==> src/rtl/seg7_pkg.sv <==
// Shared constants and helpers for the multiplexed 7-segment scanner:
// segment patterns (g..a, active-low) and the leading-zero mask function.
package seg7_pkg;

    localparam logic [6:0] SEG_BLANK = 7'b1111111;
    localparam logic [6:0] SEG_ALL   = 7'b0000000;

    localparam logic [6:0] HEX_SEG [16] = '{
        7'b1000000, 7'b1111001, 7'b0100100, 7'b0110000,
        7'b0011001, 7'b0010010, 7'b0000010, 7'b1111000,
        7'b0000000, 7'b0010000, 7'b0001000, 7'b0000011,
        7'b1000110, 7'b0100001, 7'b0000110, 7'b0001110
    };

    function automatic logic [6:0] hex_to_seg(input logic [3:0] nib);
        return HEX_SEG[nib];
    endfunction

    // Bit i set when nibbles num_digits-1 down to i are all zero; bit 0 never set.
    function automatic logic [7:0] lz_mask(input logic [31:0] data, input int num_digits);
        logic above_zero;
        lz_mask    = '0;
        above_zero = 1'b1;
        for (int i = 7; i >= 1; i--) begin
            if (i < num_digits) begin
                above_zero = above_zero & (data[4*i +: 4] == 4'h0);
                lz_mask[i] = above_zero;
            end
        end
    endfunction

endpackage

==> src/rtl/seg7_prescaler.sv <==
// Generic modulo-N counter with a combinational terminal-count pulse,
// advancing only when en is high.
module seg7_prescaler #(
    parameter int N = 2,
    parameter int W = (N > 1) ? $clog2(N) : 1
) (
    input  logic         clk,
    input  logic         reset,
    input  logic         en,
    output logic [W-1:0] cnt,
    output logic         tc
);

    localparam logic [W-1:0] LAST = W'(N - 1);

    logic [W-1:0] cnt_reg;
    logic [W-1:0] cnt_next;

    always_comb begin
        cnt_next = cnt_reg;
        if (en) begin
            cnt_next = (cnt_reg == LAST) ? '0 : cnt_reg + W'(1);
        end
    end

    always_ff @(posedge clk or posedge reset) begin
        if (reset) begin
            cnt_reg <= '0;
        end else begin
            cnt_reg <= cnt_next;
        end
    end

    assign cnt = cnt_reg;
    assign tc  = en && (cnt_reg == LAST);

endmodule

==> src/rtl/seg7_scan.sv <==
// Time-multiplexed common-anode 7-segment driver with dead gap, leading-zero
// suppression and blank/test. Define SEG7_BLINK_EN to add per-digit blinking.
module seg7_scan
    import seg7_pkg::*;
#(
    parameter int NUM_DIGITS = 4,
    parameter int SCAN_DIV   = 50000,
    parameter int BLINK_DIV  = 64
) (
    input  logic                    clk,
    input  logic                    reset,
    input  logic [4*NUM_DIGITS-1:0] data,
    input  logic [NUM_DIGITS-1:0]   dp_in,
    input  logic                    load,
    input  logic                    blank,
    input  logic                    test,
    input  logic                    lz_en,
`ifdef SEG7_BLINK_EN
    input  logic [NUM_DIGITS-1:0]   blink_mask,
`endif
    output logic [6:0]              display,
    output logic                    dp,
    output logic [NUM_DIGITS-1:0]   digit_sel
);

    localparam int CNT_W = $clog2(SCAN_DIV);
    localparam int IDX_W = (NUM_DIGITS > 1) ? $clog2(NUM_DIGITS) : 1;
    localparam logic [IDX_W-1:0] IDX_LAST = IDX_W'(NUM_DIGITS - 1);

    generate
        if (NUM_DIGITS < 1 || NUM_DIGITS > 8 || SCAN_DIV < 2 || BLINK_DIV < 1) begin : g_bad_cfg
            $error("seg7_scan: illegal parameter set");
        end
    endgenerate

    logic [4*NUM_DIGITS-1:0] shadow_data_reg;
    logic [NUM_DIGITS-1:0]   shadow_dp_reg;
    logic [IDX_W-1:0]        idx_reg;
    logic [CNT_W-1:0]        cnt;
    logic                    slot_tc;

    logic [6:0]              display_reg, display_next;
    logic                    dp_reg, dp_next;
    logic [NUM_DIGITS-1:0]   digit_sel_reg, digit_sel_next;

    always_ff @(posedge clk or posedge reset) begin
        if (reset) begin
            shadow_data_reg <= '0;
            shadow_dp_reg   <= '0;
        end else if (load) begin
            shadow_data_reg <= data;
            shadow_dp_reg   <= dp_in;
        end
    end

    seg7_prescaler #(
        .N (SCAN_DIV),
        .W (CNT_W)
    ) u_slot (
        .clk   (clk),
        .reset (reset),
        .en    (1'b1),
        .cnt   (cnt),
        .tc    (slot_tc)
    );

    always_ff @(posedge clk or posedge reset) begin
        if (reset) begin
            idx_reg <= '0;
        end else if (slot_tc) begin
            idx_reg <= (idx_reg == IDX_LAST) ? '0 : idx_reg + IDX_W'(1);
        end
    end

    logic blink_dark;

`ifdef SEG7_BLINK_EN
    localparam int BLINK_W = (BLINK_DIV > 1) ? $clog2(BLINK_DIV) : 1;

    logic [BLINK_W-1:0] blink_cnt;
    logic               blink_tc;
    logic               round_end;
    logic               phase_reg;

    // One blink count per completed scan round.
    assign round_end = slot_tc && (idx_reg == IDX_LAST);

    seg7_prescaler #(
        .N (BLINK_DIV),
        .W (BLINK_W)
    ) u_blink (
        .clk   (clk),
        .reset (reset),
        .en    (round_end),
        .cnt   (blink_cnt),
        .tc    (blink_tc)
    );

    always_ff @(posedge clk or posedge reset) begin
        if (reset) begin
            phase_reg <= 1'b0;
        end else if (blink_tc) begin
            phase_reg <= ~phase_reg;
        end
    end

    assign blink_dark = phase_reg && blink_mask[idx_reg];
`else
    assign blink_dark = 1'b0;
`endif

    // Per-digit views of the shadow register, selected by the scan index.
    logic [3:0]            nib_arr [NUM_DIGITS];
    logic [NUM_DIGITS-1:0] sel_onehot;
    logic [7:0]            lz_all;
    logic [NUM_DIGITS-1:0] lz_vec;

    generate
        for (genvar gi = 0; gi < NUM_DIGITS; gi++) begin : g_digit
            assign nib_arr[gi]    = shadow_data_reg[4*gi +: 4];
            assign sel_onehot[gi] = (idx_reg == IDX_W'(gi));
        end
    endgenerate

    assign lz_all = lz_mask(32'(shadow_data_reg), NUM_DIGITS);
    assign lz_vec = lz_all[NUM_DIGITS-1:0];

    logic [3:0] cur_nib;
    logic       cur_dp;
    logic       lz_dark;

    assign cur_nib = nib_arr[idx_reg];
    assign cur_dp  = shadow_dp_reg[idx_reg];
    // A lit decimal point keeps an otherwise leading-zero digit visible.
    assign lz_dark = lz_en && lz_vec[idx_reg] && !cur_dp;

    always_comb begin
        digit_sel_next = '1;
        display_next   = SEG_BLANK;
        dp_next        = 1'b1;
        if (!((cnt == '0) || blank || blink_dark)) begin
            digit_sel_next = ~sel_onehot;
            if (test) begin
                display_next = SEG_ALL;
                dp_next      = 1'b0;
            end else if (!lz_dark) begin
                display_next = hex_to_seg(cur_nib);
                dp_next      = ~cur_dp;
            end
        end
    end

    always_ff @(posedge clk or posedge reset) begin
        if (reset) begin
            display_reg   <= SEG_BLANK;
            dp_reg        <= 1'b1;
            digit_sel_reg <= '1;
        end else begin
            display_reg   <= display_next;
            dp_reg        <= dp_next;
            digit_sel_reg <= digit_sel_next;
        end
    end

    assign display   = display_reg;
    assign dp        = dp_reg;
    assign digit_sel = digit_sel_reg;

endmodule

==> config.mk <==
export PLATFORM = sky130hd
export DESIGN_NAME = seg7_scan
export DESIGN_NICKNAME = d
export VERILOG_FILES = /design/src/rtl/seg7_pkg.sv /design/src/rtl/seg7_prescaler.sv /design/src/rtl/seg7_scan.sv
export SDC_FILE = /design/constraint.sdc
export NUM_CORES = 1
export LEC_CHECK = 0
export CAP_MARGIN = 0
export CELL_PAD_IN_SITES_DETAIL_PLACEMENT = 0
export CELL_PAD_IN_SITES_GLOBAL_PLACEMENT = 1
export CORE_MARGIN = 8
export CORE_UTILIZATION = 30
export DETAILED_ROUTE_END_ITERATION = 8
export HOLD_SLACK_MARGIN = 0.1
export PLACE_DENSITY = 0.58
export SLEW_MARGIN = 20
export SYNTH_ARGS = -nofsm -noshare
export SYNTH_HDL_FRONTEND = slang
export SYNTH_SLANG_ARGS = --single-unit
==> constraint.sdc <==
create_clock -name clk -period 2.7 [get_ports clk]
set_clock_uncertainty 0.15 [all_clocks]
set_input_delay 0.81 -clock clk [delete_from_list [all_inputs] [get_ports clk]]
set_output_delay 0.81 -clock clk [all_outputs]
set_load 0.03 [all_outputs]
==> results of run 1 <==
[power groups by stage]
| stage | combinational, mW | clock [mW] | sequential [mW] |
|---|---|---|---|
| floorplan | 0.128 | 0 | 0.862 |
| global placement | 0.248 | 0 | 0.842 |
| detailed placement | 0.249 | 0 | 0.843 |
| CTS | 0.249 | 0.482 | 0.829 |
| global route | 0.271 | 0.513 | 0.834 |
| finish | 0.245 | 0.462 | 0.828 |
[worst max-delay path by stage]
stage	from	endpoint	slack, ns	cells after the start
2_1_floorplan	idx_reg[0]$_DFFE_PP0N_	display[1]$_DFF_PP1_	0.49	8
3_3_place_gp	lz_en	display[0]$_DFF_PP1_	0.43	5
3_5_place_dp	lz_en	display[0]$_DFF_PP1_	0.43	5
4_1_cts	display[1]$_DFF_PP1_	display[1]	0.22	1
5_1_grt	digit_sel[1]$_DFF_PP1_	digit_sel[1]	0.18	1
6_report	digit_sel[0]$_DFF_PP1_	digit_sel[0]	0.24	1
[per-stage QoR]
step                hold WS (ns)  utilization (%)
floorplan                 0.3146                -
global placement          0.3383            36.56
detailed placement        0.3464            36.56
CTS                       0.3711            37.72
global route              0.3918            37.72
finish                    0.3618            37.72
[Yosys cell counts, drive strengths merged, types with 2 or more instances]
master and number:
a211oi 2, a21oi 6, a31oi 2, a41oi 2, and3 3, buf 5, clkbuf 3, dfrtp 38
dfstp 12, ha 12, inv 8, mux2 22, mux2i 4, mux4 4, nand2 15, nand3 11
nor2 19, nor2b 3, nor3 3, nor4 5, o211ai 2, o21ai 6, xnor2 6, xor2 8
[area by class of cell]
| cell class | instances | area [um2] | area share (%) |
|---|---|---|---|
| multi-input cells | 145 | 1134 | 36.95 |
| repair buffers | 41 | 412.9 | 13.46 |
| well taps | 105 | 131.4 | 4.282 |
| flip-flops and latches | 50 | 1266 | 41.27 |
| inverters | 8 | 30.03 | 0.9788 |
| clock inverters | 3 | 25.02 | 0.8157 |
| clock buffers | 5 | 68.82 | 2.243 |
[cells by family (layout without fill, tap and decap cells)]
family          Yosys count  in the layout  synth area share [%]
mux                      30             30                 15.37
xor+xnor                 14             14                 4.937
compound gates           24             24                 6.851
fa+ha+maj                12             12                 6.045
buf+inv                  16             57                 3.375
simple gates             65             65                 12.44
flops                    50             50                 50.98
[metal layers]
metal | wire, um | vias up
met5 | 0 | -
met1 | 2706 | 823
met4 | 30 | 0
li1 | - | 817
met2 | 2173 | 36
met3 | 275 | 2
==> results.cfg, run 1 <==
[global_route]
top_usage_layer = met1
gr-usage-met2_pct = 13.10
grt-ovfl-total = 0
grt_pass1_vias = 1784
grt_max_degree = 51
grt_use_total_pct = 9.924
antenna_found_initial = 0
grt.met1_usage_pct = 14.62
use_met3_pct = 3.539
grt_pass1_wl_um = 9121

[placed_design]
place_area_um2 = 2974
portBuffers = 37
dp_hpwl_um = 3777
dp_cells = 349
place_congestion = 0.7524
pre_cts_ws_ns = 0.4259

[routing]
vias = 1678
drt_iter0_markers = 72
post_drt_wl_per_cell_um = 14.53
postRouteAntennaNets = 0
dr.pass1.iters = 4
vias_per_cell = 4.700
finalWirelength_um = 5186
drc = 0

[floorplanning]
io-pin-count = 38
die_h_um = 107.0
core-area_um2 = 8134
row_count = 33
die-area_um2 = 11450
start_util_pct = 30.53
die_w_um = 107.0

[synthesis]
yosysWarnings = 0
avgSynthCellArea_um2 = 11.77
seq_area_frac_synth_pct = 50.98
syn-num-nets = 249
async_flop_share_pct = 100.0
synth_cells = 211
ys.flop_type = dfrtp_1
synth_edf_count = 0
synthesis.area_um2 = 2484
yosys.area.top_type = dfrtp_1
synth_top_area_share_pct = 38.29
synthTopCellsByArea = dfrtp_1, dfstp_2, mux2_2
synthDistinctLibCells = 41
ys_ff_latch = 50

[setup_path]
cp-start-kind = flip-flop
rr_startpoint = idx_reg[0]$_DFFE_PP0N_
required_ns = 1.74
r2r_end = display[1]$_DFF_PP1_
crit_family = buffers and inverters
crit_type = flip-flop to output port
arrival_ns = 1.50
crit_path_max_incr_delay_ns = 0.67
cp_max_fo = 1
worst_setup_path_end_kind = output port
critPathSlowestCell = clkdlybuf4s50_1
timing.critical_path.cells = clkdlybuf4s50_1
path_buf_inv = 1
r2r_setup_slack_ns = 0.43
r2r_cells = 7

[sta]
hold_viol_final = 0
period_needed_ns = 2.460
setup_viol = 0
rsz0062_at_grt = false
fmax_ghz = 0.4065
setup-tns-final_ns = 0
tightest_slew_ns = 0.6126
worst_slack_ns = 0.2402
relSlewSlack_pct = 58.78
drv_slew = 0
finalCritPeriodShare_pct = 91.10

[cts]
clkTransAtPathRegs_ns = 0.10
cts_setup_buffers = 0
cts_num_sinks = 50
clk_root_buffer_cell = clkbuf_8
cts_buffers = 5
cts_resized = 0
cts_hold_buffers = 0
cts_tree = built
htreeDepth = 2
clock_path_buffers = 2
clk_latency_ns = 0.31

[pwr]
p_seq_share_pct = 53.9
p_clk_share_pct = 30.1
leakage_nw = 1.250
powerDensity_nw_per_um2 = 500.4
p_switching_mw = 0.4209
vdd_ir_drop_max_mv = 0.1961
p_sw_share_pct = 27.41
power_frac_comb_pct = 16.0
internal_power_mw = 1.114
p_total_mw = 1.535

[finish]
final_cell_area_um2 = 3068
area_growth_pct = 23.53
mostFrequentLayoutCell = dfrtp_1
layout.nets = 289
mostFrequentLayoutCells = dfrtp_1, clkdlybuf4s50_1, mux2_2
drive_gt1_share_pct = 21.43
nFillCells = 795
antennaDiodeCount = 0
instances_no_fill = 357

[min_path]
hp-start = shadow_dp_reg[3]$_DFFE_PP0P_
hold_depth = 1
hold_end = shadow_dp_reg[3]$_DFFE_PP0P_
hold_path_class = flip-flop to flip-flop

[run_status]
outcome = complete, no violations

[flow_run]
drv_cap = 0
Note: power is estimated with default switching activity, not from simulation.
==> inputs of run 2 (changes only) <==
CORE_ASPECT_RATIO = 0.5   (was not set)
==> run 2 against run 1 <==
Against the previous run: fmax grew 0.51%; final area rose by 2.3%; largest cell class unchanged; wire length increased by 1.0%; sequential share of layout area shrank 0.92 points; power rose by 11%; sequential power is essentially flat; global-route usage rose by 0.13 points; setup slack improved by 0.013 ns; highest routed layer unchanged; hold slack got worse by 0.0051 ns; critical path depth stayed put; clock-buffer cell count rose by 2.
==> results.cfg, run 2 (synthesis gave the netlist of run 1 again) <==
[pwr]
power_frac_comb_pct = 14.5
internal_power_mw = 1.295
p_sw_share_pct = 24.07
p_clk_share_pct = 36.9
p_seq_share_pct = 48.6
p_total_mw = 1.706
p_switching_mw = 0.4107
leakage_nw = 1.285
powerDensity_nw_per_um2 = 543.6
vdd_ir_drop_max_mv = 0.2298

[cts]
cts_hold_buffers = 0
cts_resized = 0
clock_path_buffers = 2
cts_tree = built
cts_num_sinks = 50
htreeDepth = 2
cts_setup_buffers = 0
clk_root_buffer_cell = clkbuf_16
clkTransAtPathRegs_ns = 0.06
clk_latency_ns = 0.29
cts_buffers = 5

[sta]
finalCritPeriodShare_pct = 90.64
fmax_ghz = 0.4086
setup_viol = 0
tightest_slew_ns = 0.6293
setup-tns-final_ns = 0
rsz0062_at_grt = false
worst_slack_ns = 0.2527
period_needed_ns = 2.447
hold_viol_final = 0
holdWs_ns = 0.3567
drv_slew = 0
relSlewSlack_pct = 57.66

[global_route]
grt_pass1_wl_um = 8963
grt-ovfl-total = 0
grt_use_total_pct = 10.05
grt_pass1_vias = 1762
antenna_found_initial = 0
grt_max_degree = 32

[placed_design]
dp_hpwl_um = 3922
pre_cts_ws_ns = 0.3985
portBuffers = 37
place_congestion = 0.7631

[min_path]
hp-start = shadow_dp_reg[3]$_DFFE_PP0P_
hold_path_class = flip-flop to flip-flop

[routing]
dr.pass1.iters = 4
postRouteAntennaNets = 0
vias_per_cell = 4.633
finalWirelength_um = 5239
vias = 1691
post_drt_wl_per_cell_um = 14.35
drc = 0
drt_iter0_markers = 41

[setup_path]
cp-start-kind = flip-flop
worst_setup_path_end_kind = output port
crit_start = display[5]$_DFF_PP1_
crit_family = buffers and inverters
arrival_ns = 1.49
cp_max_fo = 1
timing.critical_path.cells = clkdlybuf4s50_1
required_ns = 1.74
path_buf_inv = 1
crit_path_max_incr_delay_ns = 0.67
crit_type = flip-flop to output port
rr_startpoint = idx_reg[0]$_DFFE_PP0N_
critPathSlowestCell = clkdlybuf4s50_1

[floorplanning]
row_count = 23
die_h_um = 80.34
start_util_pct = 30.93
die_w_um = 144.7
die-area_um2 = 11620
io-pin-count = 38
core-area_um2 = 8029

[finish]
multi_input_area_um2 = 1134
mostFrequentLayoutCells = dfrtp_1, clkdlybuf4s50_1, mux2_2
area_growth_pct = 26.35
regArea_um2 = 1266
nFillCells = 791
drive_gt1_share_pct = 21.34
layout.nets = 290
mostFrequentLayoutCell = dfrtp_1
antennaDiodeCount = 0

[flow_run]
drv_cap = 0

[run_status]
outcome = complete, no violations
==> run 2: cell count changes in the layout (fill, tap and decap cells not counted) <==
cell,change
buf_4,+1
clkbuf_1,+1
clkbuf_16,+5
clkbuf_8,-4
clkinv_2,+1
clkinv_4,-1
clkinvlp_4,-1
inv_6,-1
==> run 2: layer usage <==
layer | up-vias | GRT usage [%] | routed length [um]
met5 | - | 0 | 0
met4 | 0 | 4.943 | 112
met3 | 8 | 2.839 | 183
met2 | 21 | 16.60 | 2566
met1 | 839 | 11.97 | 2377
li1 | 823 | - | -
==> run 2: worst paths after layout <==
path / slack, ns / depth (start not counted) / endpoint
max in group asynchronous: 1.13 / 3 / digit_sel[2]$_DFF_PP1_
min: 0.36 / 1 / shadow_dp_reg[3]$_DFFE_PP0P_
min in group asynchronous: 0.69 / 2 / shadow_dp_reg[1]$_DFFE_PP0P_
max reg2reg: 0.35 / 7 / display[1]$_DFF_PP1_
max: 0.25 / 1 / display[5]
min reg2reg: 0.36 / 1 / shadow_dp_reg[3]$_DFFE_PP0P_
==> run 2: layout make-up <==
type	instances	share of cell area, %
clock inverter	1	0.1595
sequential	50	40.35
inverter	8	0.9569
clock buffer	7	4.545
timing repair buffer	42	13.40
tap	112	4.466
multi-input combinational	145	36.12
==> run 2: power groups by stage <==
| stage | logic (mW) | clock network [mW] | registers (mW) |
|---|---|---|---|
| after floorplan | 0.128 | 0 | 0.862 |
| after global placement | 0.248 | 0 | 0.843 |
| after detailed placement | 0.250 | 0 | 0.842 |
| after CTS | 0.251 | 0.665 | 0.829 |
| after global routing | 0.271 | 0.689 | 0.835 |
| final | 0.247 | 0.630 | 0.829 |
==> run 2: per-stage QoR <==
stage,utilization (%),cell area [um2],instances
5_1_grt,39.08,3138,365
3_3_place_gp,37.24,2990,357
2_1_floorplan,-,2484,211
3_5_place_dp,37.24,2990,357
4_1_cts,39.08,3138,365
6_report,39.08,3138,365
==> inputs of run 3 (changes only) <==
SKIP_LAST_GASP = 1   (was not set)
SLEW_MARGIN = not set   (was 20)
==> results of run 3 <==
No change in the layout: final DEF, timing and power equal those of run 2.
